## src/rtl/video_pkg.sv

```systemverilog
// Shared types, colour table and raster-size helpers for the video pattern generator.
package video_pkg;

  typedef enum logic [1:0] {
    MODE_LFSR  = 2'd0,
    MODE_BARS  = 2'd1,
    MODE_RAMP  = 2'd2,
    MODE_SOLID = 2'd3
  } pattern_mode_e;

  localparam int LFSR_W = 24;

  // {r,g,b} full-scale flags; element 0 is the leftmost bar (white ... black)
  localparam logic [7:0][2:0] BAR_COLOUR = {
    3'b000, 3'b001, 3'b100, 3'b101, 3'b010, 3'b011, 3'b110, 3'b111
  };

  function automatic int line_total(input int active, input int fp, input int sync, input int bp);
    return active + fp + sync + bp;
  endfunction

  function automatic int cnt_width(input int total);
    return (total <= 8) ? 3 : $clog2(total);
  endfunction

  function automatic int bar_width(input int h_active);
    return (h_active < 16) ? 1 : h_active / 8;
  endfunction

  // Only the low 23 bits survive the shift, so the MSB is not an argument.
  function automatic logic [LFSR_W-1:0] lfsr_next(input logic [LFSR_W-2:0] l);
    return {l, l[3] ^ l[8] ^ l[13] ^ l[22]};
  endfunction

endpackage

```

## src/rtl/video_timing_core.sv

```systemverilog
// Raster position counters plus active/sync/frame markers decoded from the registered counter state.
module video_timing_core
  import video_pkg::*;
#(
  parameter int H_ACTIVE = 640,
  parameter int H_FP     = 16,
  parameter int H_SYNC   = 96,
  parameter int H_BP     = 48,
  parameter int V_ACTIVE = 480,
  parameter int V_FP     = 10,
  parameter int V_SYNC   = 2,
  parameter int V_BP     = 33,
  parameter int XW       = 10,
  parameter int YW       = 10
) (
  input  logic          clk,
  input  logic          rst,
  output logic [XW-1:0] x,
  output logic [YW-1:0] y,
  output logic          active,
  output logic          hs_active,
  output logic          vs_active,
  output logic          frame_start,
  output logic          last_active
);

  localparam int H_TOTAL  = line_total(H_ACTIVE, H_FP, H_SYNC, H_BP);
  localparam int V_TOTAL  = line_total(V_ACTIVE, V_FP, V_SYNC, V_BP);
  localparam int HS_START = H_ACTIVE + H_FP;
  localparam int HS_END   = HS_START + H_SYNC;
  localparam int VS_START = V_ACTIVE + V_FP;
  localparam int VS_END   = VS_START + V_SYNC;

  int   h_pos;
  int   v_pos;
  logic h_wrap;
  logic v_wrap;

  assign h_pos  = int'(x);
  assign v_pos  = int'(y);
  assign h_wrap = (h_pos == H_TOTAL - 1);
  assign v_wrap = (v_pos == V_TOTAL - 1);

  always_ff @(posedge clk or negedge rst) begin
    if (!rst) begin
      x <= '0;
      y <= '0;
    end else if (h_wrap) begin
      x <= '0;
      y <= v_wrap ? '0 : y + 1'b1;
    end else begin
      x <= x + 1'b1;
    end
  end

  // vs decodes v only, so it naturally changes at the h wrap.
  assign active      = (h_pos < H_ACTIVE) && (v_pos < V_ACTIVE);
  assign hs_active   = (h_pos >= HS_START) && (h_pos < HS_END);
  assign vs_active   = (v_pos >= VS_START) && (v_pos < VS_END);
  assign frame_start = (h_pos == 0) && (v_pos == 0);
  assign last_active = (h_pos == H_ACTIVE - 1) && (v_pos == V_ACTIVE - 1);

endmodule

```

## src/rtl/video_pattern_gen.sv

```systemverilog
// Video test-pattern source: LFSR noise, colour bars, ramp or solid colour selected per frame,
// with every output registered one clock after the raster counters.
module video_pattern_gen
  import video_pkg::*;
#(
  parameter int              COLORDEPTH  = 8,
  parameter int              H_ACTIVE    = 640,
  parameter int              H_FP        = 16,
  parameter int              H_SYNC      = 96,
  parameter int              H_BP        = 48,
  parameter int              V_ACTIVE    = 480,
  parameter int              V_FP        = 10,
  parameter int              V_SYNC      = 2,
  parameter int              V_BP        = 33,
  parameter bit              HS_POL      = 1'b0,
  parameter bit              VS_POL      = 1'b0,
  parameter logic [23:0]     LFSR_SEED   = 24'had98b7,
  parameter bit              LFSR_RESEED = 1'b1
) (
  input  logic                    clk,
  input  logic                    rst,
  input  logic [1:0]              mode_i,
  input  logic [3*COLORDEPTH-1:0] solid_i,
  output logic [COLORDEPTH-1:0]   red_o,
  output logic [COLORDEPTH-1:0]   green_o,
  output logic [COLORDEPTH-1:0]   blue_o,
  output logic                    dv_o,
  output logic                    hs_o,
  output logic                    vs_o,
  output logic                    frame_start_o,
  output logic [15:0]             frame_cnt_o
);

  localparam int CD    = COLORDEPTH;
  localparam int XW    = cnt_width(line_total(H_ACTIVE, H_FP, H_SYNC, H_BP));
  localparam int YW    = cnt_width(line_total(V_ACTIVE, V_FP, V_SYNC, V_BP));
  localparam int BAR_W = bar_width(H_ACTIVE);

  logic [XW-1:0]     x;
  logic [YW-1:0]     y;
  logic              active;
  logic              hs_active;
  logic              vs_active;
  logic              frame_start;
  logic              last_active;
  pattern_mode_e     mode_shadow;
  pattern_mode_e     mode_eff;
  logic [3*CD-1:0]   solid_shadow;
  logic [3*CD-1:0]   solid_eff;
  logic [LFSR_W-1:0] lfsr_q;
  logic [LFSR_W-1:0] lfsr_cur;
  logic [XW-1:0]     bar_div;
  logic [2:0]        bar_idx;
  logic [2:0]        bar_rgb;
  logic [CD-1:0]     x_c;
  logic [CD-1:0]     y_c;
  logic [CD-1:0]     lfsr_r;
  logic [CD-1:0]     lfsr_g;
  logic [CD-1:0]     lfsr_b;
  logic [CD-1:0]     red_nxt;
  logic [CD-1:0]     green_nxt;
  logic [CD-1:0]     blue_nxt;
  logic [15:0]       frame_cnt;

  video_timing_core #(
    .H_ACTIVE (H_ACTIVE),
    .H_FP     (H_FP),
    .H_SYNC   (H_SYNC),
    .H_BP     (H_BP),
    .V_ACTIVE (V_ACTIVE),
    .V_FP     (V_FP),
    .V_SYNC   (V_SYNC),
    .V_BP     (V_BP),
    .XW       (XW),
    .YW       (YW)
  ) u_timing (
    .clk         (clk),
    .rst         (rst),
    .x           (x),
    .y           (y),
    .active      (active),
    .hs_active   (hs_active),
    .vs_active   (vs_active),
    .frame_start (frame_start),
    .last_active (last_active)
  );

  // The origin pixel already uses the freshly sampled inputs; the shadow holds them for the rest
  // of the frame. After reset the counters sit at the origin, so the first edge samples mode_i.
  assign mode_eff  = frame_start ? pattern_mode_e'(mode_i) : mode_shadow;
  assign solid_eff = frame_start ? solid_i : solid_shadow;

  always_ff @(posedge clk or negedge rst) begin
    if (!rst) begin
      mode_shadow  <= MODE_LFSR;
      solid_shadow <= '0;
    end else if (frame_start) begin
      mode_shadow  <= pattern_mode_e'(mode_i);
      solid_shadow <= solid_i;
    end
  end

  assign lfsr_cur = (LFSR_RESEED && frame_start) ? LFSR_SEED : lfsr_q;

  always_ff @(posedge clk or negedge rst) begin
    if (!rst) begin
      lfsr_q <= LFSR_SEED;
    end else if (active) begin
      lfsr_q <= lfsr_next(lfsr_cur[LFSR_W-2:0]);
    end
  end

  // Byte-wide LFSR fields are MSB-aligned into CD bits: truncated when narrower, zero-padded when wider.
  assign lfsr_r = CD'({lfsr_cur[23:16], {CD{1'b0}}} >> 8);
  assign lfsr_g = CD'({lfsr_cur[15:8],  {CD{1'b0}}} >> 8);
  assign lfsr_b = CD'({lfsr_cur[7:0],   {CD{1'b0}}} >> 8);

  assign bar_div = x / XW'(BAR_W);
  assign bar_idx = (bar_div > XW'(7)) ? 3'd7 : bar_div[2:0];
  assign bar_rgb = BAR_COLOUR[bar_idx];

  assign x_c = CD'(x);
  assign y_c = CD'(y);

  always_comb begin
    red_nxt   = '0;
    green_nxt = '0;
    blue_nxt  = '0;
    if (active) begin
      case (mode_eff)
        MODE_LFSR: begin
          red_nxt   = lfsr_r;
          green_nxt = lfsr_g;
          blue_nxt  = lfsr_b;
        end
        MODE_BARS: begin
          red_nxt   = {CD{bar_rgb[2]}};
          green_nxt = {CD{bar_rgb[1]}};
          blue_nxt  = {CD{bar_rgb[0]}};
        end
        MODE_RAMP: begin
          red_nxt   = x_c;
          green_nxt = y_c;
          blue_nxt  = x_c + y_c;
        end
        default: begin
          red_nxt   = solid_eff[3*CD-1:2*CD];
          green_nxt = solid_eff[2*CD-1:CD];
          blue_nxt  = solid_eff[CD-1:0];
        end
      endcase
    end
  end

  always_ff @(posedge clk or negedge rst) begin
    if (!rst) begin
      red_o         <= '0;
      green_o       <= '0;
      blue_o        <= '0;
      dv_o          <= 1'b0;
      hs_o          <= ~HS_POL;
      vs_o          <= ~VS_POL;
      frame_start_o <= 1'b0;
      frame_cnt     <= '0;
    end else begin
      red_o         <= red_nxt;
      green_o       <= green_nxt;
      blue_o        <= blue_nxt;
      dv_o          <= active;
      hs_o          <= hs_active ? HS_POL : ~HS_POL;
      vs_o          <= vs_active ? VS_POL : ~VS_POL;
      frame_start_o <= frame_start;
      if (last_active) begin
        frame_cnt <= frame_cnt + 16'd1;
      end
    end
  end

  assign frame_cnt_o = frame_cnt;

endmodule

```

## config.mk

```make
export PLATFORM = sky130hd
export DESIGN_NAME = video_pattern_gen
export DESIGN_NICKNAME = d
export VERILOG_FILES = /design/src/rtl/video_pkg.sv /design/src/rtl/video_timing_core.sv /design/src/rtl/video_pattern_gen.sv
export SDC_FILE = /design/constraint.sdc
export NUM_CORES = 1
export LEC_CHECK = 0
export CAP_MARGIN = 20
export CORE_MARGIN = 3
export CORE_UTILIZATION = 25
export CTS_BUF_LIST = sky130_fd_sc_hd__clkbuf_4 sky130_fd_sc_hd__clkbuf_8 sky130_fd_sc_hd__clkbuf_16
export DETAILED_ROUTE_END_ITERATION = 6
export SYNTH_ARGS = -nofsm -noshare
export SYNTH_HDL_FRONTEND = slang
export SYNTH_SLANG_ARGS = --single-unit
```

## constraint.sdc

```tcl
create_clock -name clk -period 4.79 [get_ports clk]
set_input_delay 0.7185 -clock clk [delete_from_list [all_inputs] [get_ports clk]]
set_output_delay 0.7185 -clock clk [all_outputs]
set_load 0.03 [all_outputs]
```

Yosys cells after proc, flatten, opt, wreduce, memory -nomap -nowiden
Memory sizes are Yosys's and may differ from the RTL's.
Index checks and enable logic that the tools add are counted.
{ "classes": {"add_sub_neg": 4, "n_div": 1, "order_cmp": 8, "eq_ne": 6, "n_mux": 15, "bitwise_logic": 3, "n_reduce_logical": 8} }
{ "op_table": {"columns": ["cell", "n"], "rows": [
  ["$pmux W8 S3", 3],
  ["$logic_not A32 Y1", 2],
  ["$mux W24", 2],
  ["$eq A10 B10 Y1 const B", 3],
  ["$mux W8", 3],
  ["$add A10 B1 Y10 const B", 2],
  ["$lt A10 B10 Y1 const B", 2],
  ["$lt A10 B9 Y1 const B", 2],
  ["$mux W10", 2],
  ["$add A16 B1 Y16 const B", 1],
  ["$div A10 B7 Y10 const B", 1],
  ["$eq A10 B9 Y1 const B", 1],
  ["$ge A10 B10 Y1 const B", 1],
  ["$ge A10 B9 Y1 const B", 1],
  ["$gt A10 B3 Y1 const B", 1],
  ["$add A8 B8 Y8", 1],
  ["$mux W3", 2],
  ["$logic_and A1 B1 Y1", 5],
  ["$lt A3 B4 Y1 const B", 1],
  ["$xor A1 B1 Y1", 3],
  ["$eq A2 B1 Y1 const B", 1],
  ["$eq A2 B2 Y1 const B", 1],
  ["$logic_not A2 Y1", 1],
  ["$mux W1", 2],
  ["$mux W2", 1]
]} }
{ "word_totals": {"ff_bits": 114, "rom_bits": 24, "in_bits": 28, "output_inout_bits": 44, "elab_cells": 59, "memories": 1} }
{ "mem_list": {"columns": ["memory", "words", "width", "read_ports", "rd_ports_with_merged_regs", "write_ports", "line_no", "text"], "rows": [
  ["(no name shown)", 8, 3, 1, 0, 0, "video_pattern_gen.sv:120", "assign bar_rgb = BAR_COLOUR[bar_idx];"]
]} }

Longest topological paths before layout
{ "logic_depth": {"word_depth": 7, "ltp_mapped": 11, "mapped_depth_nobuf": 9} }

By module
From an unflattened synthesis, not the netlist that was laid out.
{ "hier_totals": {"hier_cells": 542, "area_unflattened_um2": 5725.5} }
{ "by_module_without_submodules": {"columns": ["module", "instances", "cells_per_inst", "area_each_um2", "seq_area_each_um2"], "rows": [
  ["video_pattern_gen", 1, 425, 4580.6, 2372.3],
  ["video_timing_core", 1, 117, 1144.8, 500.5]
]} }

Worst setup path before layout
No wires, ideal clock.
{ "synth_path": {"path_type": "reg-to-reg", "from": "register u_timing.x[1]", "to": "register red_o[2]", "setup_time_ps": 137, "arrival_ps": 2154, "required_ps": 4653, "path_slack_ps": 2499, "stages_incl_launch_ff": 10, "n_path_buf": 1, "synth_period_minus_slack_ps": 2291, "cell_sequence": "dfrtp_1 inv_1 ha_1 nor4b_2 nand4_4 nor2_4 buf_4 mux2_2 o31ai_2 a21oi_1"} }
{ "synth_via": {"word_cells_on_any_way": 17, "cone_classes": "div: 1; order compare: 2; eq/ne: 2; mux: 7; reduce/logical: 4; memory: 1"} }
{ "synth_lines": {"columns": ["item", "line_no", "text"], "rows": [
  ["start, declared", "video_timing_core.sv:18", "output logic [XW-1:0] x,"],
  ["start signal, assigned", "video_timing_core.sv:52", "x <= x + 1'b1;"],
  ["$logic_not A32 Y1", "video_timing_core.sv:60", "assign frame_start = (h_pos == 0) && (v_pos == 0);"],
  ["$logic_and A1 B1 Y1", "video_timing_core.sv:60", null],
  ["$mux W24", null, null],
  ["net solid_eff[18]", "video_pattern_gen.sv:49", "logic [3*CD-1:0] solid_eff;"],
  ["$pmux W8 S3", "video_pattern_gen.sv:130", "case (mode_eff)"],
  ["$mux W8", "video_pattern_gen.sv:129", "if (active) begin"],
  ["net red_nxt[2]", "video_pattern_gen.sv:60", "logic [CD-1:0] red_nxt;"],
  ["end signal, assigned", "video_pattern_gen.sv:166", "red_o <= red_nxt;"],
  ["end, declared", "video_pattern_gen.sv:24", "output logic [COLORDEPTH-1:0] red_o,"]
]} }
The timed path passes the listed nets, and every way through them passes these cells. The select of a mux whose other input is x is not followed.
A chain may end at the register's enable or synchronous reset.

Worst setup path in the final report
{ "layout_path": {"from": "register u_timing.x[5]", "to": "register red_o[0]"} }
Same word-level chain as after synthesis.

==> flow_summary.ini <==
[logic_synthesis]
syn_avg_cell_area_um2 = 10.1
synth_top_flop_cell = dfrtp_1
async_reset_ff_share_pct = 100
ys_seq_elements = 114
syn-cell-area_um2 = 6020
ys_types = 75
yosysSeqAreaShare_pct = 47.7
synth-edff-count = 0
synth_area_leader_cell = dfrtp_1
synthTopCellsByCount = nand2_1 (102), dfrtp_1 (98), nor2_1 (32)
synth.top_cell.area_share_pct = 40.7
syn_nets = 637
postSynthCellCount = 596
synth_area_leaders = dfrtp_1 (41%), dfstp_2 (7.0%), nand2_1 (6.4%)
yosysMostFrequentCell = nand2_1
ys_warn_count = 0

[global_route]
use_met3_pct = 2.26
grt_pass1_vias = 4656
grt_max_degree = 56
grt_pass1_wl_mm = 25.6
grtUsageMet2_pct = 19.9
grt_busiest_layer = met2
antenna_found_initial = 0
track_usage_pct = 12.3
use_met1_pct = 16.3
grt_overflow = 0

[setup_path]
r2r-end = red_o[0]
crit_fanout = 35
path_cells = nor4b_2 > nand4_4 > nor2_4 > mux2_2 > o31ai_1 > a21oi_1
critical-path-max-stage-delay_ps = 760
critPathCaptureType = register
crit_family = simple AND/OR/NAND/NOR gates
reg2reg_depth = 6
worstSetupPathDepth = 6
slowest_stage = nor2_4
crit_start = u_timing.x[5]
reg2reg_setup_slack_ps = 1610
worst-path-buf-inv = 0
start_kind = register
setup.worst_path.class = register to register
cp.required_ps = 5060
r2r_start = u_timing.x[5]
cp-endpoint = red_o[0]
critPathArrivalTime_ps = 3450

[timing]
hold-worst-slack_ps = 192
drv_slew = 0
final_hold_viol_count = 0
slew_headroom_pct = 34.6
finalSetupViolCount = 0
grt_setup_unrepaired = false
clock.fmax_ghz = 0.315
worstMarginPinSlew_ps = 972
layout_min_cycle_time_ps = 3180
skew_ps = 10.4
period_share_pct = 66.4
finalSetupTns_ps = 0

[floorplan]
ios = 72
die_area_um2 = 26000
row_count = 56
die_h_um = 161
initial_core_util_pct = 25.6
core-area_um2 = 23500
dieWidth_um = 161

[clock_network]
ctsHoldBuffers = 0
cts_tree = done
clock_latency_ps = 420
cts_resized = 0
cts_max_path_buffers = 2
cts_sinks = 114
cts_buffers = 17
clk_pin_slew_ps = 60
cts_setup_buffers = 0
cts_htree_levels = 4
root_buffer = clkbuf_16

[pwr]
internal_power_uw = 1910
combPwrFrac_pct = 7.6
p_clk_share_pct = 52.5
p_leak_uw = 0.00319
switching_share_pct = 23.9
power.switching_uw = 599
p_per_area_nw_per_um2 = 330
seqPwrFrac_pct = 40.0
max-vdd-ir-drop_mv = 0.239

[routing]
vias = 4676
first_pass_iters = 5
drt-initial-drc-count = 259
wl_per_cell_um = 15.9
antenna_left = 0
routed_wl_mm = 15.7
via_per_inst = 4.74
drc = 0

[layout]
area_growth_pct = 26.1
diodes = 0
layout-drive-gt1-share_pct = 16.3
final_net_count = 696

[status]
outcome = complete, no violations

[placed_design]
place.port_buffers = 71
dp_hpwl_mm = 11.0
gp_routability_congestion = 0.865

[job]
drv_cap = 0

[hold_path]
hold_class = input pin to asynchronous set/reset pin
==> routing by layer <==
layer / part of all wire, % / vias up / wire length [um]
li1: - / 2237 / -
met1: 46 / 2283 / 7250
met2: 47 / 129 / 7380
met3: 4.5 / 27 / 703
met4: 2.3 / 0 / 368
met5: 0 / - / 0
==> cells in the final DEF, fill, tap and decap left out, types with 3 or more instances in the layout <==
master | synthesis | routed
o32ai_1 | 3 | 3
nor2b_1 | 5 | 5
o31ai_2 | 7 | 7
xnor2_1 | 22 | 22
nor2_1 | 32 | 32
xor2_1 | 13 | 13
o21a_1 | 3 | 3
clkdlybuf4s50_1 | 0 | 70
nor4_4 | 3 | 3
nor4_1 | 3 | 3
nand2_1 | 102 | 102
bufinv_16 | 0 | 3
and3_1 | 15 | 15
o21ai_0 | 27 | 27
o22ai_1 | 6 | 6
nand4_1 | 11 | 11
buf_4 | 4 | 7
mux2_2 | 17 | 17
dfrtp_1 | 98 | 98
nand3_1 | 29 | 29
o211a_1 | 8 | 8
a21oi_1 | 28 | 28
and2_1 | 4 | 4
nor3_1 | 7 | 7
a211oi_1 | 5 | 5
a31oi_1 | 6 | 6
o211ai_1 | 4 | 4
ha_1 | 12 | 12
o31ai_1 | 3 | 3
clkinv_4 | 0 | 4
inv_6 | 0 | 4
o221ai_2 | 7 | 7
inv_1 | 12 | 12
clkbuf_16 | 0 | 17
dfstp_2 | 16 | 16
==> state kept, by name (all words and copies together) (netlist names) <==
name           cells
frame_start_o      1
hs_o               1
frame_cnt_o       16
vs_o               1
u_timing.y        10
red_o              8
lfsr_q            24
u_timing.x        10
dv_o               1
blue_o             8
green_o            8
mode_shadow        2
solid_shadow      24
==> worst min path at each step <==
stage | endpoint | cells past startpoint | slack, ps
final | blue_o[2] | 1 | 190
after global routing | blue_o[2] | 1 | 210
after CTS | blue_o[2] | 1 | 200
after detailed placement | solid_shadow[2] | 2 | 440
after global placement | lfsr_q[19] | 2 | 440
after floorplan | blue_o[0] | 0 | 420
==> cells by family (layout without fill, tap and decap cells) <==
group                      after synthesis  in the layout  synth area share [%]
DFF                                    114            114                  47.7
xor gates and xnor gates                35             35                  5.09
AOI/OAI and AO/OA                      126            126                  15.7
and+or+nand+nor                        236            236                  20.3
muxes                                   19             19                  3.51
adders and majority gates               14             14                  2.99
buffers and inverters                   52            124                  4.63
==> metrics by stage <==
| stage | power, uW | util [%] | instances | cell area, um2 | setup slack, ps |
|---|---|---|---|---|---|
| after CTS | 2540 | 32.1 | 986 | 7560 | 1620 |
| after global placement | 1210 | 29.5 | 954 | 6950 | 1640 |
| after detailed placement | 1210 | 29.5 | 954 | 6950 | 1660 |
| after global routing | 2590 | 32.2 | 987 | 7590 | 1430 |
| after floorplan | 1120 | - | 596 | 6020 | 2500 |
| final | 2510 | 32.2 | 987 | 7590 | 1610 |
==> area by class of cell <==
| cell class | count | area, um2 |
|---|---|---|
| sequential | 114 | 2870 |
| fill | 2402 | 16000 |
| multi-input combinational | 430 | 2870 |
| clock inverter | 14 | 178 |
| inverter | 14 | 52.6 |
| tap | 319 | 399 |
| clock buffer | 18 | 439 |
| timing repair buffer | 78 | 781 |
==> power by group through the flow <==
stage	Clock (uW)	Sequential [uW]	Combinational [uW]
after CTS	1340	1000	194
after detailed placement	0	1020	193
final	1320	1000	190
after global routing	1380	1000	206
after floorplan	0	1050	66.7
after global placement	0	1020	192
No activity file was read; power rests on OpenSTA's default activity.
